--- config.mk ---
export PLATFORM = sky130hd
export DESIGN_NAME = udp_photo_tx_flat
export DESIGN_NICKNAME = d
export VERILOG_FILES = /design/src/rtl/udp_photo_tx_if.sv /design/src/rtl/udp_photo_tx.sv /design/src/flat_wrapper.sv
export SDC_FILE = /design/constraint.sdc
export NUM_CORES = 1
export LEC_CHECK = 0
export CAP_MARGIN = 0
export CORE_ASPECT_RATIO = 0.8
export CORE_MARGIN = 2
export CORE_UTILIZATION = 58
export CTS_CLUSTER_DIAMETER = 150
export DETAILED_ROUTE_END_ITERATION = 10
export GPL_ROUTABILITY_DRIVEN = 1
export GPL_TIMING_DRIVEN = 0
export PLACE_DENSITY = 0.85
export SLEW_MARGIN = 20
export SYNTH_ARGS = -nofsm -noshare
export SYNTH_HDL_FRONTEND = slang
export SYNTH_SLANG_ARGS = --single-unit
--- constraint.sdc ---
create_clock -name rmii_clk -period 5.8 [get_ports rmii_clk]
set_input_delay 0.58 -clock rmii_clk [delete_from_list [all_inputs] [get_ports rmii_clk]]
set_output_delay 0.58 -clock rmii_clk [all_outputs]
set_load 0.02 [all_outputs]
--- src/rtl/udp_photo_tx_if.sv ---
// Frame-buffer read port and eth_rmii UDP payload port used by udp_photo_tx.
// The master side is the photo transmitter. The slave side is the
// environment, which is the DDR3 frame buffer plus the eth_rmii core.
`timescale 1ns/1ps
interface udp_photo_tx_if;
  logic        ddr3_rd_vs;
  logic        ddr3_rd_ready;
  logic        ddr3_rd_en;
  logic [15:0] ddr3_rd_data;
  logic        udp_txstart;
  logic [15:0] udp_txamount;
  logic        udp_txreq;
  logic        udp_txbusy;
  logic [7:0]  udp_txdata;

  modport master (
    output ddr3_rd_vs, ddr3_rd_en, udp_txstart, udp_txamount, udp_txdata,
    input  ddr3_rd_ready, ddr3_rd_data, udp_txreq, udp_txbusy
  );

  modport slave (
    input  ddr3_rd_vs, ddr3_rd_en, udp_txstart, udp_txamount, udp_txdata,
    output ddr3_rd_ready, ddr3_rd_data, udp_txreq, udp_txbusy
  );
endinterface

--- src/rtl/udp_photo_tx.sv ---
// Photo frame transmitter. It sends a 12-byte header packet first, then
// PKT_NUM-1 data packets of PKT_SIZE 16-bit words each, read from the frame
// buffer. The words go to eth_rmii one byte per request, high byte first.
`timescale 1ns/1ps
module udp_photo_tx #(
  parameter int unsigned  PKT_NUM    = 361,
  parameter int unsigned  PKT_SIZE   = 480,
  parameter logic [15:0]  IMG_W      = 16'h01E0,
  parameter logic [15:0]  IMG_H      = 16'h0168,
  parameter int unsigned  GAP_CYCLES = 64
) (
  input  logic             rmii_clk,
  input  logic             rst_n,
  input  logic             frame_start,
  output logic             busy,
  output logic             frame_done,
  udp_photo_tx_if.master   bus
);

  localparam int unsigned BYTES_DATA = 2 * PKT_SIZE;
  localparam int unsigned BYTE_MAX   = (BYTES_DATA > 12) ? BYTES_DATA : 12;
  localparam int unsigned BC_W       = $clog2(BYTE_MAX);
  localparam int unsigned PKT_W      = (PKT_NUM > 1) ? $clog2(PKT_NUM) : 1;
  localparam int unsigned GAP_W      = (GAP_CYCLES > 0) ? $clog2(GAP_CYCLES + 1) : 1;

  localparam logic [31:0]       IMG_SIZE    = 32'(IMG_W) * 32'(IMG_H) * 32'd2;
  localparam logic [15:0]       HDR_AMOUNT  = 16'd12;
  localparam logic [15:0]       DATA_AMOUNT = 16'(BYTES_DATA);
  localparam logic [BC_W-1:0]   HDR_LAST    = BC_W'(11);
  localparam logic [BC_W-1:0]   DATA_LAST   = BC_W'(BYTES_DATA - 1);
  localparam logic [PKT_W-1:0]  PKT_LAST    = PKT_W'(PKT_NUM - 1);
  localparam logic [GAP_W-1:0]  GAP_LOAD    = GAP_W'(GAP_CYCLES);

  typedef enum logic [2:0] {
    S_IDLE  = 3'd0,
    S_START = 3'd1,
    S_SEND  = 3'd2,
    S_WAIT  = 3'd3,
    S_GAP   = 3'd4
  } state_t;

  state_t            state_q, state_d;
  logic [PKT_W-1:0]  pkt_cnt_q, pkt_cnt_d;
  logic [BC_W-1:0]   byte_cnt_q, byte_cnt_d;
  logic [GAP_W-1:0]  gap_cnt_q, gap_cnt_d;
  logic [15:0]       cur_word_q, cur_word_d;
  logic              fetch_q, fetch_d;     // first word of a data packet requested
  logic              rd_lat_q, rd_lat_d;   // read data arrives on the bus this cycle
  logic              busy_q, busy_d;
  logic              frame_done_q, frame_done_d;
  logic              rd_vs_q, rd_vs_d;
  logic              rd_en_q, rd_en_d;
  logic              txstart_q, txstart_d;
  logic [15:0]       txamount_q, txamount_d;
  logic [7:0]        txdata_q, txdata_d;

  // Fixed header: "BM", width, height, byte size of the image, channel count.
  function automatic logic [7:0] header_byte(input logic [3:0] idx);
    logic [7:0] b;
    case (idx)
      4'd0:    b = 8'h42;
      4'd1:    b = 8'h4D;
      4'd2:    b = IMG_W[15:8];
      4'd3:    b = IMG_W[7:0];
      4'd4:    b = IMG_H[15:8];
      4'd5:    b = IMG_H[7:0];
      4'd6:    b = IMG_SIZE[31:24];
      4'd7:    b = IMG_SIZE[23:16];
      4'd8:    b = IMG_SIZE[15:8];
      4'd9:    b = IMG_SIZE[7:0];
      4'd10:   b = 8'h00;
      4'd11:   b = 8'h02;
      default: b = 8'h00;
    endcase
    return b;
  endfunction

  assign busy             = busy_q;
  assign frame_done       = frame_done_q;
  assign bus.ddr3_rd_vs   = rd_vs_q;
  assign bus.ddr3_rd_en   = rd_en_q;
  assign bus.udp_txstart  = txstart_q;
  assign bus.udp_txamount = txamount_q;
  assign bus.udp_txdata   = txdata_q;

  // State and output registers; reset drops everything back to idle at once.
  always_ff @(posedge rmii_clk or negedge rst_n) begin
    if (!rst_n) begin
      state_q      <= S_IDLE;
      pkt_cnt_q    <= '0;
      byte_cnt_q   <= '0;
      gap_cnt_q    <= '0;
      cur_word_q   <= 16'h0000;
      fetch_q      <= 1'b0;
      rd_lat_q     <= 1'b0;
      busy_q       <= 1'b0;
      frame_done_q <= 1'b0;
      rd_vs_q      <= 1'b0;
      rd_en_q      <= 1'b0;
      txstart_q    <= 1'b0;
      txamount_q   <= 16'h0000;
      txdata_q     <= 8'h00;
    end else begin
      state_q      <= state_d;
      pkt_cnt_q    <= pkt_cnt_d;
      byte_cnt_q   <= byte_cnt_d;
      gap_cnt_q    <= gap_cnt_d;
      cur_word_q   <= cur_word_d;
      fetch_q      <= fetch_d;
      rd_lat_q     <= rd_lat_d;
      busy_q       <= busy_d;
      frame_done_q <= frame_done_d;
      rd_vs_q      <= rd_vs_d;
      rd_en_q      <= rd_en_d;
      txstart_q    <= txstart_d;
      txamount_q   <= txamount_d;
      txdata_q     <= txdata_d;
    end
  end

  // Next-state logic: packet sequencing, byte selection and read prefetch.
  always_comb begin
    state_d      = state_q;
    pkt_cnt_d    = pkt_cnt_q;
    byte_cnt_d   = byte_cnt_q;
    gap_cnt_d    = gap_cnt_q;
    fetch_d      = fetch_q;
    busy_d       = busy_q;
    txamount_d   = txamount_q;
    txdata_d     = txdata_q;
    frame_done_d = 1'b0;
    rd_vs_d      = 1'b0;
    rd_en_d      = 1'b0;
    txstart_d    = 1'b0;
    // A read strobed last cycle has its word on the bus now.
    rd_lat_d     = rd_en_q;
    if (rd_lat_q) begin
      cur_word_d = bus.ddr3_rd_data;
    end else begin
      cur_word_d = cur_word_q;
    end

    case (state_q)
      S_IDLE: begin
        if (frame_start) begin
          pkt_cnt_d  = '0;
          byte_cnt_d = '0;
          fetch_d    = 1'b0;
          rd_vs_d    = 1'b1;
          busy_d     = 1'b1;
          state_d    = S_START;
        end else begin
          state_d    = S_IDLE;
        end
      end

      S_START: begin
        if (pkt_cnt_q == '0) begin
          if (!bus.udp_txbusy) begin
            txamount_d = HDR_AMOUNT;
            txstart_d  = 1'b1;
            state_d    = S_SEND;
          end else begin
            state_d    = S_START;
          end
        end else if (fetch_q) begin
          // Wait for the first word of the packet before starting it.
          if (rd_lat_q) begin
            txamount_d = DATA_AMOUNT;
            txstart_d  = 1'b1;
            fetch_d    = 1'b0;
            state_d    = S_SEND;
          end else begin
            state_d    = S_START;
          end
        end else if (bus.ddr3_rd_ready && !bus.udp_txbusy) begin
          rd_en_d = 1'b1;
          fetch_d = 1'b1;
        end else begin
          state_d = S_START;
        end
      end

      S_SEND: begin
        if (bus.udp_txreq) begin
          if (pkt_cnt_q == '0) begin
            txdata_d = header_byte(4'(byte_cnt_q));
          end else if (byte_cnt_q[0]) begin
            txdata_d = cur_word_q[7:0];
            // Prefetch the next word unless this was the packet's last one.
            if (byte_cnt_q != DATA_LAST) begin
              rd_en_d = 1'b1;
            end else begin
              rd_en_d = 1'b0;
            end
          end else begin
            txdata_d = cur_word_q[15:8];
          end
          if (((pkt_cnt_q == '0) && (byte_cnt_q == HDR_LAST)) ||
              ((pkt_cnt_q != '0) && (byte_cnt_q == DATA_LAST))) begin
            state_d = S_WAIT;
          end else begin
            byte_cnt_d = byte_cnt_q + BC_W'(1);
          end
        end else begin
          state_d = S_SEND;
        end
      end

      S_WAIT: begin
        // Extra requests here leave txdata holding the last byte.
        if (!bus.udp_txbusy) begin
          gap_cnt_d = GAP_LOAD;
          state_d   = S_GAP;
        end else begin
          state_d   = S_WAIT;
        end
      end

      S_GAP: begin
        if (gap_cnt_q <= GAP_W'(1)) begin
          gap_cnt_d = '0;
          if (pkt_cnt_q == PKT_LAST) begin
            frame_done_d = 1'b1;
            busy_d       = 1'b0;
            pkt_cnt_d    = '0;
            byte_cnt_d   = '0;
            state_d      = S_IDLE;
          end else begin
            pkt_cnt_d    = pkt_cnt_q + PKT_W'(1);
            byte_cnt_d   = '0;
            state_d      = S_START;
          end
        end else begin
          gap_cnt_d = gap_cnt_q - GAP_W'(1);
        end
      end

      default: begin
        state_d = S_IDLE;
      end
    endcase
  end

endmodule

--- src/flat_wrapper.sv ---
// flat-port wrapper written by rule: the top's interface ports become plain ports
module udp_photo_tx_flat 
#(
  parameter int unsigned  PKT_NUM    = 361,
  parameter int unsigned  PKT_SIZE   = 480,
  parameter logic [15:0]  IMG_W      = 16'h01E0,
  parameter logic [15:0]  IMG_H      = 16'h0168,
  parameter int unsigned  GAP_CYCLES = 64
)
  (rmii_clk, rst_n, frame_start, busy, frame_done, bus_ddr3_rd_vs, bus_ddr3_rd_en, bus_udp_txstart, bus_udp_txamount, bus_udp_txdata, bus_ddr3_rd_ready, bus_ddr3_rd_data, bus_udp_txreq, bus_udp_txbusy);
  udp_photo_tx_if bus_i ();
  input  logic rmii_clk;
  input  logic rst_n;
  input  logic frame_start;
  output logic busy;
  output logic frame_done;
  output wire logic [$bits(bus_i.ddr3_rd_vs)-1:0] bus_ddr3_rd_vs;
  output wire logic [$bits(bus_i.ddr3_rd_en)-1:0] bus_ddr3_rd_en;
  output wire logic [$bits(bus_i.udp_txstart)-1:0] bus_udp_txstart;
  output wire logic [$bits(bus_i.udp_txamount)-1:0] bus_udp_txamount;
  output wire logic [$bits(bus_i.udp_txdata)-1:0] bus_udp_txdata;
  input wire logic [$bits(bus_i.ddr3_rd_ready)-1:0] bus_ddr3_rd_ready;
  input wire logic [$bits(bus_i.ddr3_rd_data)-1:0] bus_ddr3_rd_data;
  input wire logic [$bits(bus_i.udp_txreq)-1:0] bus_udp_txreq;
  input wire logic [$bits(bus_i.udp_txbusy)-1:0] bus_udp_txbusy;
  assign bus_ddr3_rd_vs = bus_i.ddr3_rd_vs;
  assign bus_ddr3_rd_en = bus_i.ddr3_rd_en;
  assign bus_udp_txstart = bus_i.udp_txstart;
  assign bus_udp_txamount = bus_i.udp_txamount;
  assign bus_udp_txdata = bus_i.udp_txdata;
  assign bus_i.ddr3_rd_ready = bus_ddr3_rd_ready;
  assign bus_i.ddr3_rd_data = bus_ddr3_rd_data;
  assign bus_i.udp_txreq = bus_udp_txreq;
  assign bus_i.udp_txbusy = bus_udp_txbusy;
  udp_photo_tx #(.PKT_NUM(PKT_NUM), .PKT_SIZE(PKT_SIZE), .IMG_W(IMG_W), .IMG_H(IMG_H), .GAP_CYCLES(GAP_CYCLES)) u_core (.rmii_clk(rmii_clk), .rst_n(rst_n), .frame_start(frame_start), .busy(busy), .frame_done(frame_done), .bus(bus_i));
endmodule
==> run_results.csv <==
group,metric,value,unit
final_layout,multi_input_comb_area,1638,sq um
power,power_switching_share,38.20,%
grt,grt_util_all_layers,24.95,%
setup_path,startpoint_type,"flop",
synth,ys_async_sr_fraction,100.0,%
grt,grt_start_max_net_pins,49,
cts,cts.htree.levels,3,
power,power.clock.fraction,19.7,%
place,gp_congestion,0.8808,
synth,yosys.area_share.adder,3.723,%
final_layout,ff_latch_area,1551,sq um
synth,post_synth_xor_area_fraction,0.7818,%
power,power.switching,0.6774,mW
floorplanning,pin_count,51,
synth,ys.warnings.count,0,
grt,grt_pass1_vias,2607,
floorplanning,rows,24,
sta,finalHoldViolations,0,
floorplanning,die_y,72.09,um
synth,synth_cell_types,54,
setup_path,timing.critical_path.fanout_max,7,
drt,drt_iter0_markers,159,
power,p_seq_share,37.4,%
power,power_density,432.2,nW/um^2
cts,clock_tree_from_tritoncts,"built",
sta,grt_setup_unrepaired,"no",
setup_path,type_of_destination_of_the_critical_path,"flop",
synth,postSynthAreaPerCell,9.685,sq um
power,power.internal,1.096,mW
setup_path,cp.required,6.02,ns
run_status,outcome,"completed",
sta,slew_violations,0,
synth,flops_latches_synth,62,
cts,post_cts_resized,0,
power,leakage,1.786,nW
final_layout,antenna_cells,0,
power,power.share.combinational,42.9,%
synth,synthMuxAreaShare,9.978,%
synth,netlist_instances,347,
sta,final_period_minus_worst_setup_slack,2.315,ns
synth,synth-main-ff-cell,"sky130_fd_sc_hd__dfrtp_1",
power,worst_ir_drop_vdd,0.2798,mV
cts,cts_root_buf,"sky130_fd_sc_hd__clkbuf_8",
synth,dominant_combinational_cell_family_by_area_after_synthesis,"simple AND/OR/NAND/NOR gates",
drt,post_route_ant_nets,0,
floorplanning,initial_core_util,60.82,%
floorplanning,die_area,6423,sq um
setup_path,worstSetupPathType,"reg2reg",
cts,cts.reportedPaths.clkPinSlew,0.07,ns
place,place.detailed.hpwl,5249,um
cts,postCtsSetupRepairBufs,0,
setup_path,cp.arrival,2.54,ns
synth,simple_logic_cell_fraction_of_the_synthesized_area,18.91,%
setup_path,startpoint,"u_core.byte_cnt_q[0]",
sta,max_clock_freq,0.4319,GHz
cts,cts-root-to-sink-buffers,2,
cts,holdBufCountCts,0,
drt,drt-wirelength-per-cell,14.91,um
final_layout,layout.core_utilization,74.25,%
final_layout,layout.filler_cells,399,
place,placement.io_buffers,40,
run,max_cap_viols,0,
cts,clock_sinks,62,
drt,avgViaCountPerCell,5.582,
sta,report.final.setup_viol,0,
sta,min_period_over_period,39.92,%
cts,cts_buffers,9,
sta,worstMarginPinSlew,0.6551,ns
drt,detailedRoute.firstPassIterationCount,4,
grt,grt_first_pass_wirelength,12140,um
sta,final.setup_skew,0.006897,ns
floorplanning,core-area,5525,sq um
final_layout,drive_gt1_share,15.98,%
drt,drc_errors,0,
sta,timing.hold.ws,0.09540,ns
final_layout,layout-area-overhead-vs-synth,22.08,%
grt,grt-ovfl-total,0,
grt,grt_antenna_before_repair,0,
drt,route.vias.total,2741,
drt,routed_wirelength,7321,um
sta,setup_total_negative_slack,0,ns
cts,clkLatencyLatePin,0.34,ns
hold_path,hold_class,"in2async",
floorplanning,die_width,89.11,um
synth,synth_edf_count,0,
sta,timing.slew.headroom,56.33,%
synth,synth_compound_gate_area_share,14.22,%
final_layout,finish.net_count,440,
setup_path,worstReg2RegStart,"u_core.byte_cnt_q[0]",
synth,post_synth_instance_area,3361,sq um
synth,seq_area_frac_synth,46.17,%
[metal layers]
layer  global-route usage, %  part of all wire (%)
met1                   33.56                    45
met3                   7.964                   5.5
met5                       0                     0
met2                   38.85                    48
met4                   7.794                   1.3
[metrics by stage]
step | cells | area [sq um] | total power, mW | setup WS, ns
after global routing | 491 | 4103 | 1.893 | 3.405
after global placement | 474 | 3892 | 1.381 | 2.223
final | 491 | 4103 | 1.773 | 3.485
after CTS | 491 | 4103 | 1.776 | 3.497
after detailed placement | 475 | 3918 | 1.419 | 3.223
after floorplan | 356 | 3395 | 1.157 | 3.766
[critical path, cell delays in order (launching register included)]
cell	delay (ns)
sky130_fd_sc_hd__dfrtp_1	0.49
sky130_fd_sc_hd__ha_1	0.29
sky130_fd_sc_hd__nand4_1	0.14
sky130_fd_sc_hd__or4_1	0.59
sky130_fd_sc_hd__o2bb2ai_1	0.24
sky130_fd_sc_hd__and2_1	0.20
sky130_fd_sc_hd__mux2_2	0.26
[area by class of cell]
cell class | count | area share [%]
clock buffers | 12 | 4.026
flip-flops and latches | 62 | 37.82
clock inverters | 4 | 0.4880
plain buffers | 28 | 3.995
repair buffers | 41 | 10.37
multi-input cells | 255 | 39.92
inverters | 11 | 1.006
well taps | 78 | 2.379
[kinds of logic after synthesis]
family          count (synthesis)
fa+ha+maj                      10
buf+inv                        39
mux                            31
other cells                     1
flops                          62
compound gates                 80
xor+xnor                        3
simple gates                  121
[registers in the layout, summed over array words and instances (netlist names)]
name,flops
u_core.fetch_q,1
u_core.byte_cnt_q,10
u_core.pkt_cnt_q,9
u_core.bus.ddr3_rd_vs,1
u_core.state_q,3
u_core.cur_word_q,16
u_core.bus.udp_txamount,2
u_core.bus.udp_txdata,8
u_core.gap_cnt_q,7
u_core.rd_lat_q,1
u_core.busy,1
u_core.bus.udp_txstart,1
u_core.bus.ddr3_rd_en,1
u_core.frame_done,1
[power groups by stage]
stage | logic, mW | registers, mW | clock network [mW]
finish | 0.761 | 0.664 | 0.349
global route | 0.835 | 0.682 | 0.375
CTS | 0.759 | 0.664 | 0.353
detailed placement | 0.750 | 0.670 | 0
global placement | 0.722 | 0.660 | 0
floorplan | 0.462 | 0.695 | 0
[layout by cell type, fill, tap and decap left out, types with 6 or more instances in the layout]
cell | Yosys | routed
sky130_fd_sc_hd__dfrtp_1 | 62 | 62
sky130_fd_sc_hd__clkdlybuf4s50_1 | 0 | 39
sky130_fd_sc_hd__o21ai_0 | 36 | 36
sky130_fd_sc_hd__nand2_1 | 33 | 33
sky130_fd_sc_hd__nor2_1 | 29 | 29
sky130_fd_sc_hd__mux2_2 | 20 | 20
sky130_fd_sc_hd__buf_4 | 14 | 15
sky130_fd_sc_hd__a21oi_1 | 12 | 12
sky130_fd_sc_hd__clkbuf_8 | 0 | 12
sky130_fd_sc_hd__inv_1 | 11 | 11
sky130_fd_sc_hd__mux2i_1 | 11 | 11
sky130_fd_sc_hd__nor3_1 | 10 | 10
sky130_fd_sc_hd__nand3_1 | 10 | 10
sky130_fd_sc_hd__ha_1 | 10 | 10
sky130_fd_sc_hd__conb_1 | 1 | 10
sky130_fd_sc_hd__clkbuf_1 | 7 | 7
sky130_fd_sc_hd__a31oi_1 | 7 | 7
sky130_fd_sc_hd__nand2b_1 | 6 | 6
[cells in the mapped netlist (7+ instances only)]
master                     count  area, sq um
sky130_fd_sc_hd__mux2i_1      11        110.1
sky130_fd_sc_hd__a21oi_1      12        60.06
sky130_fd_sc_hd__dfrtp_1      62         1551
sky130_fd_sc_hd__nor2_1       29        108.9
sky130_fd_sc_hd__buf_4        14        105.1
sky130_fd_sc_hd__nand3_1      10        50.05
sky130_fd_sc_hd__a31oi_1       7        43.79
sky130_fd_sc_hd__o21ai_0      36        180.2
sky130_fd_sc_hd__ha_1         10        125.1
sky130_fd_sc_hd__nand2_1      33        123.9
sky130_fd_sc_hd__clkbuf_1      7        26.28
sky130_fd_sc_hd__mux2_2       20        225.2
sky130_fd_sc_hd__inv_1        11        41.29
sky130_fd_sc_hd__nor3_1       10        50.05
[worst paths after layout]
kind	to	slack (ns)	cells after the start
worst max register to register	u_core.byte_cnt_q[0]	3.48	6
max in group asynchronous	u_core.cur_word_q[15]	5.21	2
worst min register to register	u_core.rd_lat_q	0.37	0
worst max-delay path	u_core.byte_cnt_q[0]	3.48	6
min in group rmii_clk	u_core.rd_lat_q	0.37	0
worst min-delay path	u_core.cur_word_q[12]	0.1	1
Note: power is estimated with default switching activity, not from simulation.
